[src/rtl/serial_bcd_result_rx_pkg.sv]
// Shared types and constants for the serial BCD result receiver:
// FSM state encoding, BCD digit limit and seven-segment glyph table.
package serial_bcd_pkg;

   localparam int RES_BITS_DEF = 20;
   localparam int LOAD_LAT_DEF = 1;

   localparam logic [3:0] BCD_DIGIT_MAX = 4'd9;

   typedef enum logic [1:0] {
      ST_IDLE,
      ST_WAIT,
      ST_SHIFT,
      ST_HOLD
   } rx_state_t;

   // Active-high segments {g,f,e,d,c,b,a}
   localparam logic [6:0] SEG_DASH = 7'h40;
   localparam logic [6:0] SEG_LUT [10] = '{
      7'h3F, 7'h06, 7'h5B, 7'h4F, 7'h66,
      7'h6D, 7'h7D, 7'h07, 7'h7F, 7'h6F
   };

endpackage

[src/rtl/serial_bcd_result_rx_bcd_to_7seg.sv]
// Combinational BCD nibble to seven-segment decoder; non-BCD values show a dash.
module bcd_to_7seg
   import serial_bcd_pkg::*;
(
   input  logic [3:0] nibble,
   output logic [6:0] seg
);

   always_comb begin
      seg = SEG_DASH;
      if (nibble <= BCD_DIGIT_MAX) seg = SEG_LUT[nibble];
   end

endmodule

[src/rtl/serial_bcd_result_rx.sv]
// Deserialises the ALU's MSB-first BCD result after en falls and offers it on valid/ready.
// Optional SERIAL_BCD_SEG_EN adds a registered seven-segment output per digit.
module serial_bcd_result_rx
   import serial_bcd_pkg::*;
#(
   parameter int RES_BITS = RES_BITS_DEF,
   parameter int LOAD_LAT = LOAD_LAT_DEF
) (
   input  logic                clk,
   input  logic                rst,
   input  logic                en,
   input  logic                ser_in,
   output logic [RES_BITS-1:0] res_data,
   output logic                res_valid,
   input  logic                res_ready,
   output logic                res_err,
   output logic                busy,
   output logic                overrun
`ifdef SERIAL_BCD_SEG_EN
   ,
   output logic [7*(RES_BITS/4)-1:0] seg
`endif
);

   localparam int CW = $clog2(((RES_BITS > LOAD_LAT) ? RES_BITS : LOAD_LAT) + 1);
   localparam rx_state_t      START_ST  = (LOAD_LAT == 0) ? ST_SHIFT : ST_WAIT;
   localparam logic [CW-1:0]  START_CNT = (LOAD_LAT == 0) ? CW'(RES_BITS) : CW'(LOAD_LAT - 1);

   rx_state_t           state_q, state_d;
   logic [CW-1:0]       cnt_q, cnt_d;
   logic [RES_BITS-1:0] shreg_q, shreg_d;
   logic [RES_BITS-1:0] data_q, data_d;
   logic                valid_q, valid_d;
   logic                err_q, err_d;
   logic                busy_q, busy_d;
   logic                overrun_q, overrun_d;
   logic                en_q;

   logic start, rise, accept, nib_err;

   assign start  = en_q & ~en;
   assign rise   = ~en_q & en;
   assign accept = valid_q & res_ready;

   always_comb begin
      nib_err = 1'b0;
      for (int unsigned i = 0; i < RES_BITS / 4; i++)
         if (shreg_q[4*i +: 4] > BCD_DIGIT_MAX) nib_err = 1'b1;
   end

   // SHIFT counts RES_BITS samples down to zero, then spends one more edge
   // moving the assembled word into res_data.
   always_comb begin
      state_d   = state_q;
      cnt_d     = cnt_q;
      shreg_d   = shreg_q;
      data_d    = data_q;
      valid_d   = valid_q;
      err_d     = err_q;
      overrun_d = overrun_q;
      unique case (state_q)
         ST_IDLE: begin
            if (start) begin
               state_d = START_ST;
               cnt_d   = START_CNT;
            end
         end
         ST_WAIT: begin
            if (rise) begin
               state_d = ST_IDLE;
            end else if (cnt_q == '0) begin
               state_d = ST_SHIFT;
               cnt_d   = CW'(RES_BITS);
            end else begin
               cnt_d = cnt_q - CW'(1);
            end
         end
         ST_SHIFT: begin
            if (rise) begin
               state_d = ST_IDLE;
            end else if (cnt_q == '0) begin
               state_d = ST_HOLD;
               data_d  = shreg_q;
               valid_d = 1'b1;
               err_d   = nib_err;
            end else begin
               shreg_d = {shreg_q[RES_BITS-2:0], ser_in};
               cnt_d   = cnt_q - CW'(1);
            end
         end
         ST_HOLD: begin
            if (accept) begin
               valid_d = 1'b0;
               state_d = ST_IDLE;
               if (start) begin
                  state_d = START_ST;
                  cnt_d   = START_CNT;
               end
            end else if (start) begin
               overrun_d = 1'b1;
            end
         end
         default: state_d = ST_IDLE;
      endcase
      busy_d = (state_d == ST_WAIT) || (state_d == ST_SHIFT);
   end

   always_ff @(posedge clk or posedge rst) begin
      if (rst) begin
         state_q   <= ST_IDLE;
         cnt_q     <= '0;
         shreg_q   <= '0;
         data_q    <= '0;
         valid_q   <= 1'b0;
         err_q     <= 1'b0;
         busy_q    <= 1'b0;
         overrun_q <= 1'b0;
         en_q      <= 1'b0;
      end else begin
         state_q   <= state_d;
         cnt_q     <= cnt_d;
         shreg_q   <= shreg_d;
         data_q    <= data_d;
         valid_q   <= valid_d;
         err_q     <= err_d;
         busy_q    <= busy_d;
         overrun_q <= overrun_d;
         en_q      <= en;
      end
   end

   assign res_data  = data_q;
   assign res_valid = valid_q;
   assign res_err   = err_q;
   assign busy      = busy_q;
   assign overrun   = overrun_q;

`ifdef SERIAL_BCD_SEG_EN
   localparam int DIGITS = RES_BITS / 4;

   logic [7*DIGITS-1:0] seg_d, seg_q;

   for (genvar g = 0; g < DIGITS; g++) begin : g_dig
      bcd_to_7seg u_dec (
         .nibble (data_q[4*g +: 4]),
         .seg    (seg_d[7*g +: 7])
      );
   end

   always_ff @(posedge clk or posedge rst) begin
      if (rst) seg_q <= '0;
      else     seg_q <= seg_d;
   end

   assign seg = seg_q;
`endif

endmodule

[config.mk]
export PLATFORM = sky130hd
export DESIGN_NAME = serial_bcd_result_rx
export DESIGN_NICKNAME = d
export VERILOG_FILES = /design/src/rtl/serial_bcd_result_rx_pkg.sv /design/src/rtl/serial_bcd_result_rx_bcd_to_7seg.sv /design/src/rtl/serial_bcd_result_rx.sv
export SDC_FILE = /design/constraint.sdc
export NUM_CORES = 1
export LEC_CHECK = 0
export CAP_MARGIN = 10
export CORE_ASPECT_RATIO = 2
export CORE_MARGIN = 5
export CORE_UTILIZATION = 47
export DETAILED_ROUTE_END_ITERATION = 7
export PLACE_DENSITY = 0.7
export SYNTH_ARGS = -nofsm -noshare
export SYNTH_HDL_FRONTEND = slang
export SYNTH_SLANG_ARGS = --single-unit
export TNS_END_PERCENT = 5
[constraint.sdc]
create_clock -name clk -period 3.67 [get_ports clk]
set_input_delay 0.5505 -clock clk [delete_from_list [all_inputs] [get_ports clk]]
set_output_delay 0.5505 -clock clk [all_outputs]
set_load 0.01 [all_outputs]
* After elaboration in Yosys (flattened, before gate mapping)
Cells that the tools add are included.
W data, S select, Z words.
** Cells by class
- Add/subtract/negate cells :: 1
- Multiply operators :: 0
- Div/mod/pow operators :: 0
- Magnitude comparators :: 5
- Equality and inequality tests :: 10
- Shift operators :: 0
- Muxes and demuxes :: 24
- Bitwise gates (word level) :: 8
- Reductions and logical operators :: 9
** Operators by type and width (count)
- $mux W5 :: 6
- $gt A4 B4 Y1 const B :: 5
- $pmux W5 S4 :: 1
- $mux W2 :: 6
- $ne A2 B2 Y1 const B :: 5
- $mux W1 :: 9
- $reduce_and A3 Y1 :: 3
- $pmux W2 S4 :: 1
- $reduce_and A4 Y1 :: 2
- $eq A2 B2 Y1 const B :: 3
- $logic_not A5 Y1 :: 1
- $not A1 Y1 :: 5
- $sub A5 B1 Y5 const B :: 1
- $eq A2 B1 Y1 const B :: 2
- $and A1 B1 Y1 :: 3
- $logic_not A2 Y1 :: 1
- $pmux W1 S2 :: 1
- $reduce_bool A2 Y1 :: 1
- $logic_or A1 B1 Y1 :: 1
** Word-level totals
- Flip-flop bits (word level) :: 52
- Latch bits :: 0
- RAM bits :: 0
- Bits in read-only memories :: 0
- Input port bits :: 5
- Output and inout bits :: 24
- Logic and storage cells :: 66
- Memories kept :: 0

* Depth between registers and ports, before layout
Gate-level depths: netlist of the first run.
- Depth in word-level cells :: 7
- Mapped depth :: 8
- Mapped depth without buffers :: 7

* Worst setup path before layout of the first run
Ideal clock, no wire load.
- Path type :: register to register
- Start :: register cnt_q[0]
- End :: register shreg_q[0]
- Arrival :: 1694 ps
- Path slack :: 1851 ps
- Stages on the path, launching flop included :: 8
- Cells stage by stage :: dfrtp_1 > inv_1 > ha_1 > nor4b_4 > nor2_1 > nand2_1 > clkbuf_8 > mux2_2
** On the way
- Cells in the longest elaborated chain, start to end :: 3
** Ends and longest elaborated chain
- start, declared :: line serial_bcd_result_rx.sv:30 : logic [CW-1:0] cnt_q, cnt_d;
- start signal, assigned :: line serial_bcd_result_rx.sv:121 : cnt_q <= cnt_d;
- $logic_not A5 Y1 :: line serial_bcd_result_rx.sv:81 : end else if (cnt_q == '0) begin
- $not A1 Y1 (no line)
- $reduce_and A3 Y1 (no line)
- end signal, assigned :: line serial_bcd_result_rx.sv:122 : shreg_q <= shreg_d;
- end, declared :: line serial_bcd_result_rx.sv:31 : logic [RES_BITS-1:0] shreg_q, shreg_d;
Every way passes these cells.
A chain may end at the register's enable or synchronous reset.

* Final worst setup path of the first run
- Start :: register cnt_q[0]
- End :: register shreg_q[14]
Same word-level chain as after synthesis.

==> run metrics, run 1 <==
register area 1300 um^2; library cells used by synthesis 28; Post-DP Area 2540 um^2; maximum clock frequency 0.407 GHz; startpoint types flip-flop; routed length per placed instance 15.9 um; P&R area growth vs syn 17.4%; Max VDD drop 0.000395 V; Internal Pwr Total 1.02 mW; final worst slack 1220 ps; total power 1.52 mW; Final Core Density 56.8%; vias post-DR 1351; CTS buffer count 5; synth cell count leaders dfrtp_1 (52), mux2_2 (40), o21ai_0 (13), nor2_1 (10), nand2_1 (8); GPL Wtd Cong 0.844; io pins 29; cell type with the largest total area after synthesis dfrtp_1; Finished Cell Area 2640 um^2; Largest delay share family, worst path simple AND/OR/NAND/NOR gates; vias in the first global route 1496; layout cells sized above 1 26.3%; minimum clock period 2450 ps; Crit path required time 3860 ps; Slew @ Worst Pin 1050 ps; clock slew at reported path FFs 90 ps; CORE AREA 4640 um^2; mapped cell area 2250 um^2; Iteration-0 DRC Markers 54; via/cell ratio 5.34; Comb power frac 31.5%; total negative setup slack 0 ps; Lkg Pwr 1.29 nW; area occupied by multi-input gates 875 um^2; worst hold path type reg2reg; post-cts sizing count 0; clock sink total 52; WP data arrival 2640 ps; Die Y 108 um; drt total wl 4020 um; stages on the worst setup path 6; CP endpoint kind flip-flop; postcts setup bufs 0; crit path cell chain inv_1 > ha_1 > nor4b_4 > nor2_1 > nand2_1 > mux2_2; Syn Inst Count 167; root buffer cell clkbuf_8; die footprint 6350 um^2; effective utilization at floorplan 48.4%; Post-synth EDFFs 0; Fillers 412; ant diodes 0; Post-DRT Antenna Nets 0; Final Setup Violations 0; num rows 35; max-cap viol count 0; Worst slew margin 30.1%; CP Buf/Inv Count 1; CP max FO 20; Die X 58.9 um; RSZ-0062 raised after global routing no; TritonRoute pass-1 iters 4; largest net degree at the start of global routing 53; H-tree Lvls 2; Placed Cells 245; CP max-delay cell nand2_1; status complete, no violations; GRT Resource Usage Total 14.4%; CP Class reg2reg; final period utilization 66.9%; DRC 0; clock power share 22.0%; crit path from cnt_q[0]; Yosys reg bits 52; most frequent cell after synthesis dfrtp_1; register area share after synthesis 57.9%; async set-reset flop share out of synthesis 100%; Sequential Power Share 46.4%; initial antenna violation count 0; hpwl dp 2820 um; Layout Cells excl Fill 253; top_reg_cell synth dfrtp_1; first-pass GRT wire length 7030 um; Reg2Reg Setup Slack 1220 ps; nets@finish 207; CTS tree built; Final Max Slew Viols 0; biggest cell delay along the critical path 620 ps; pwr dens 578 nW/um^2; RR Endpoint shreg_q[14]; CTS hold repair buffers 0; Clock Path Buffers 2; Net Sw Frac 32.9%; most area-consuming cells after synthesis dfrtp_1 (58%), mux2_2 (20%), o21ai_0 (2.9%); Port Buf Inserts 28; Yosys top cell area share 57.9%; Yosys warnings 0; skew final 6.74 ps; final hold vios 0; Worst-Skew Late Latency 300 ps; mean area per synthesized cell 13.5 um^2; GRT overflow 0; NetSw 0.501 mW; worst reg2reg path depth 6; Hold WS 498 ps; CP Capture Point shreg_q[14]; worst r2r src cnt_q[0]; Setup WS pre-CTS 1030 ps; syn nets 177
placed cells by master (no fill, tap or decap), drive strengths merged:
cell type,n
dfrtp,52
mux2,40
clkdlybuf4s50,28
o21ai,14
nor2,10
nand2,8
clkbuf,7
ha,5
inv,5
nand3,4
nor2b,3
a21oi,3
nand2b,2
o31ai,2
o21bai,2
a22oi,2
nand3b,2
a21bo,1
nor4b,1
or4,1
a21o,1
o2bb2ai,1
a22o,1
o22ai,1
xor2,1
clkinvlp,1
per-layer routing:
metal	part of all wire (%)	up-vias	global-route usage [%]
li1	-	643	-
met1	40	669	17.3
met2	53	29	23.3
met3	3.8	10	3.48
met4	3.0	0	7.46
met5	0	-	0
state kept, by name (all words and copies together), names as in the netlist:
signal,flops
en_q,1
busy,1
res_data,20
shreg_q,20
res_valid,1
res_err,1
cnt_q,5
overrun,1
state_q,2
worst min-delay path by stage:
| stage | start | end | slack [ps] | cells after the start |
|---|---|---|---|---|
| after floorplan | cnt_q[1] | cnt_q[1] | 490 | 2 |
| after CTS | overrun | overrun | 510 | 1 |
| final | overrun | overrun | 500 | 1 |
| after global placement | overrun | overrun | 460 | 1 |
| after global routing | overrun | overrun | 530 | 1 |
| after detailed placement | res_err | res_err | 470 | 2 |
power groups by stage:
stage | logic, mW | clock network, mW | registers (mW)
floorplan | 0.351 | 0 | 0.717
global placement | 0.460 | 0 | 0.711
detailed placement | 0.483 | 0 | 0.718
CTS | 0.485 | 0.348 | 0.707
global route | 0.530 | 0.374 | 0.717
finish | 0.481 | 0.336 | 0.708
cells by family after synthesis:
kind of cell,after synthesis,synth area share (%)
AOI/OAI and AO/OA,28,7.79
xor gates and xnor gates,1,0.390
adders and majority gates,5,2.78
buffers and inverters,10,3.17
DFF,52,57.9
muxes,40,20.0
and+or+nand+nor,31,7.91
layout make-up:
| type | instances | share of cell area (%) |
|---|---|---|
| clock inverters | 1 | 0.285 |
| clock buffers | 7 | 3.27 |
| inverters | 5 | 0.712 |
| repair buffers | 28 | 10.6 |
| multi-input cells | 105 | 33.2 |
| flip-flops and latches | 52 | 49.3 |
| well taps | 55 | 2.61 |
worst reg2reg max path, cell delays in order, from the launching register on:
cell	delay, ps
dfrtp_1	430
inv_1	70
ha_1	200
nor4b_4	450
nor2_1	150
nand2_1	620
mux2_2	420
Power figures use the tool's default switching activity.
==> run 2, diff against run 1 <==
PLACE_DENSITY = 0.72   (was 0.7)
clock period = 2.2 ns   (was 3.67 ns; I/O delays follow)
==> run metrics, run 2 (synthesis gave the netlist of run 1 again) <==
TritonRoute pass-1 iters 4 (unchanged); pwr dens 989 nW/um^2 (+71%); CTS tree built; routed length per placed instance 16.3 um (+2.8%); GPL Wtd Cong 0.896 (+6.1%); post-cts sizing count 0 (unchanged); RSZ-0062 raised after global routing no; skew final 6.13 ps (-0.612 ps); Crit path required time 2400 ps (-1460 ps); startpoint types flip-flop; biggest cell delay along the critical path 450 ps (-170 ps); final period utilization 87.6% (+21 points); io pins 29 (unchanged); nets@finish 212 (+2.4%); worst hold path type in2async; maximum clock frequency 0.519 GHz (+27%); Die X 58.9 um (unchanged); first-pass GRT wire length 7270 um (+3.4%); vias in the first global route 1583 (+5.8%); CORE AREA 4640 um^2 (unchanged); effective utilization at floorplan 48.4% (unchanged); P&R area growth vs syn 20.8%; Max VDD drop 0.000693 V (+75%); most frequent cells in the layout dfrtp_1 (52), mux2_2 (40), clkdlybuf4s50_1 (28), o21ai_0 (13), nor2_1 (10); num rows 35 (unchanged); final hold vios 0 (unchanged); WP data arrival 2130 ps (-510 ps); Post-DRT Antenna Nets 0 (unchanged); Port Buf Inserts 28 (unchanged); CTS buffer count 5 (unchanged); via/cell ratio 5.42 (+1.5%); total power 2.68 mW (+76%); CTS hold repair buffers 0 (unchanged); minimum clock period 1930 ps (-527 ps); postcts setup bufs 0 (unchanged); Worst slew margin 77.0% (+47 points); Final Setup Violations 0 (unchanged); status complete, no violations; Final Core Density 58.5% (+1.6 points); ant diodes 0 (unchanged); hpwl dp 2960 um (+5.0%); die footprint 6350 um^2 (unchanged); Largest delay share family, worst path compound AO/OA/AOI/OAI gates; GRT Resource Usage Total 15.1% (+0.71 points); CP max FO 7 (-65%); CP max-delay cell dfrtp_1; root buffer cell clkbuf_8; CP Class reg2reg; Worst-Skew Late Latency 300 ps (about the same); vias post-DR 1399 (+3.6%); Lkg Pwr 1.34 nW (+3.5%); drt total wl 4220 um (+4.9%); Clock Path Buffers 2 (unchanged); clock sink total 52 (unchanged); crit path cell chain inv_1 > ha_1 > nor2_1 > o21ai_0 > nand3_1 > o21bai_1 > a22o_1; CP Buf/Inv Count 1 (unchanged); Iteration-0 DRC Markers 67 (+24%); CP endpoint kind flip-flop; DRC 0 (unchanged); initial antenna violation count 0 (unchanged); GRT overflow 0 (unchanged); largest net degree at the start of global routing 53 (unchanged); most common cell after layout, fill and taps aside dfrtp_1; H-tree Lvls 2 (unchanged); total negative setup slack 0 ps (unchanged); Die Y 108 um (unchanged); Final Max Slew Viols 0 (unchanged); max-cap viol count 0 (unchanged); Slew @ Worst Pin 345 ps (-703 ps); clock slew at reported path FFs 90 ps (about the same); layout cells sized above 1 28.1% (+1.8 points)
run 2: final timing paths:
path,end,startpoint,slack (ps),cells after the start
max in group asynchronous,res_data[0],rst,1590,3
worst max register to register,cnt_q[4],state_q[0],270,7
min in group clk,overrun,overrun,490,1
worst min-delay path,cnt_q[4],rst,380,3
worst max-delay path,cnt_q[4],state_q[0],270,7
worst min register to register,overrun,overrun,490,1
run 2: tightest hold or removal path, stage by stage:
cell	delay [ps]
clkdlybuf4s50_1	410
inv_2	70
buf_12	260
run 2: metrics by stage:
step,instance area [um^2],cells,setup WS [ps],hold WS (ps)
floorplan,2250,167,381,361
global placement,2610,250,304,479
detailed placement,2610,250,224,478
CTS,2710,258,254,383
global route,2710,258,130,383
finish,2710,258,273,377
run 2: area by class of cell:
class | instances | area (um^2)
multi-input cells | 105 | 875
clock inverters | 2 | 35.0
inverters | 5 | 18.8
well taps | 55 | 68.8
flip-flops and latches | 52 | 1300
clock buffers | 6 | 72.6
fillers | 402 | 1930
repair buffers | 33 | 343
run 2: per-layer routing:
layer | wire (um) | vias to the layer above | share of wire (%) | track usage (%)
met5 | 0 | - | 0 | 0
li1 | - | 657 | - | -
met3 | 170 | 10 | 4.0 | 3.36
met1 | 1630 | 701 | 39 | 17.0
met4 | 95 | 0 | 2.3 | 9.56
met2 | 2320 | 31 | 55 | 25.0
run 2: report_power, final:
group	total (mW)	switching (mW)	internal [mW]
logic	0.873	0.442	0.431
registers	1.18	0.104	1.07
clock network	0.633	0.295	0.338
==> run 3, diff against run 2 <==
CORE_UTILIZATION = 49   (was 47)
PLACE_DENSITY = 0.75   (was 0.72)
==> run metrics, run 3 (synthesis gave the netlist of run 1 again) <==
most frequent cells in the layout dfrtp_1 (52), mux2_2 (40), clkdlybuf4s50_1 (28), o21ai_0 (13), nor2_1 (10); clock slew at reported path FFs 90 ps (about the same); Slew @ Worst Pin 478 ps (+133 ps); postcts setup bufs 0 (unchanged); most common cell after layout, fill and taps aside dfrtp_1; Iteration-0 DRC Markers 15 (-78%); CP Class reg2reg; effective utilization at floorplan 49.8% (+1.4 points); GRT overflow 0 (unchanged); Crit path required time 2390 ps (about the same); Final Setup Violations 0 (unchanged); minimum clock period 1930 ps (+5.08 ps); Die Y 106 um (-1.9%); initial antenna violation count 0 (unchanged); Fillers 381 (-5.2%); num rows 35 (unchanged); Port Buf Inserts 28 (unchanged); final hold vios 0 (unchanged); hpwl dp 2590 um (-13%); CTS buffer count 5 (unchanged); drt total wl 3670 um (-13%); startpoint types flip-flop; worst reg2reg path depth 7 (unchanged); nets@finish 210 (-0.94%); CTS tree built; P&R area growth vs syn 19.4%; via/cell ratio 5.36 (-1.2%); skew final 6.17 ps (+0.0418 ps); H-tree Lvls 2 (unchanged); Final Core Density 59.5% (+1.0 points); layout cells sized above 1 27.9% (-0.22 points); Max VDD drop 0.000913 V (+32%); Post-DP Area 2590 um^2 (-0.58%); post-cts sizing count 0 (unchanged); GRT Resource Usage Total 13.4% (-1.7 points); max-cap viol count 0 (unchanged); Post-DRT Antenna Nets 0 (unchanged); GPL Wtd Cong 0.774 (-14%); Clock Path Buffers 2 (unchanged); clock sink total 52 (unchanged); maximum clock frequency 0.517 GHz (-0.26%); RR Endpoint shreg_q[11]; worst hold path type in2async; total power 2.56 mW (-4.6%); CP max FO 20 (+13); Layout Cells excl Fill 256 (-0.78%); die footprint 6120 um^2 (-3.6%); Finished Cell Area 2680 um^2 (-1.2%); Placed Cells 248 (-0.80%); first-pass GRT wire length 6480 um (-11%); worst r2r src cnt_q[0]; CTS hold repair buffers 0 (unchanged); routed length per placed instance 14.3 um (-12%); CORE AREA 4510 um^2 (-2.8%); Worst-Skew Late Latency 300 ps (about the same); Reg2Reg Setup Slack 270 ps (about the same); status complete, no violations; io pins 29 (unchanged); root buffer cell clkbuf_8; CP endpoint kind flip-flop; TritonRoute pass-1 iters 4 (unchanged); total negative setup slack 0 ps (unchanged); area occupied by multi-input gates 875 um^2 (unchanged); Final Max Slew Viols 0 (unchanged); Die X 57.9 um (-1.7%); Worst slew margin 67.8% (-9.2 points); WP data arrival 2120 ps (about the same); ant diodes 0 (unchanged); RSZ-0062 raised after global routing no; DRC 0 (unchanged); final period utilization 87.8% (+0.23 points); pwr dens 954 nW/um^2 (-3.5%); Lkg Pwr 1.32 nW (-1.2%); largest net degree at the start of global routing 45 (-15%); vias in the first global route 1451 (-8.3%); vias post-DR 1371 (-2.0%); register area 1300 um^2 (unchanged)
run 3: cell types whose count changed in the layout (fill, tap and decap cells not counted):
cell       delta
clkinv_4      +1
bufinv_16     -1
buf_4         -2
inv_6         +1
clkbuf_1      -1
run 3: worst max path at each step:
stage	startpoint	end	slack, ps
after floorplan	cnt_q[0]	shreg_q[0]	380
after detailed placement	en	res_data[4]	120
after global placement	en	res_data[3]	200
after global routing	cnt_q[0]	cnt_q[4]	110
after CTS	cnt_q[0]	shreg_q[11]	270
final	cnt_q[0]	shreg_q[11]	270
run 3: final cells by class:
| cell class | instances | area share, % |
|---|---|---|
| clock inverters | 3 | 0.840 |
| multi-input cells | 105 | 32.6 |
| clock buffers | 5 | 2.57 |
| inverters | 5 | 0.700 |
| repair buffers | 31 | 12.2 |
| well taps | 55 | 2.57 |
| flip-flops and latches | 52 | 48.5 |
run 3: worst max-delay path: stages (launching register included):
cell and delay [ps]:
dfrtp_1 430, inv_1 80, ha_1 200, nor4b_4 330, nor2_1 140, nand2_1 140
buf_12 170, mux2_2 340
run 3: power breakdown:
part	leakage (nW)	total (mW)	switching (mW)	internal, mW
Sequential	0.709	1.18	0.111	1.07
Combinational	0.564	0.844	0.426	0.419
Clock	0.0485	0.531	0.303	0.228
Total	1.32	2.56	0.840	1.72
run 3: through the flow:
step                hold WS (ps)  worst slack [ps]
global route                 286               112
global placement             464               196
floorplan                    361               381
detailed placement           487               120
CTS                          256               266
finish                       263               268
run 3: per-layer routing:
metal	GRT usage, %	part of all wire (%)
met5	0	0
met4	6.47	1.9
met3	3.43	6.4
met2	20.2	49
met1	17.7	43
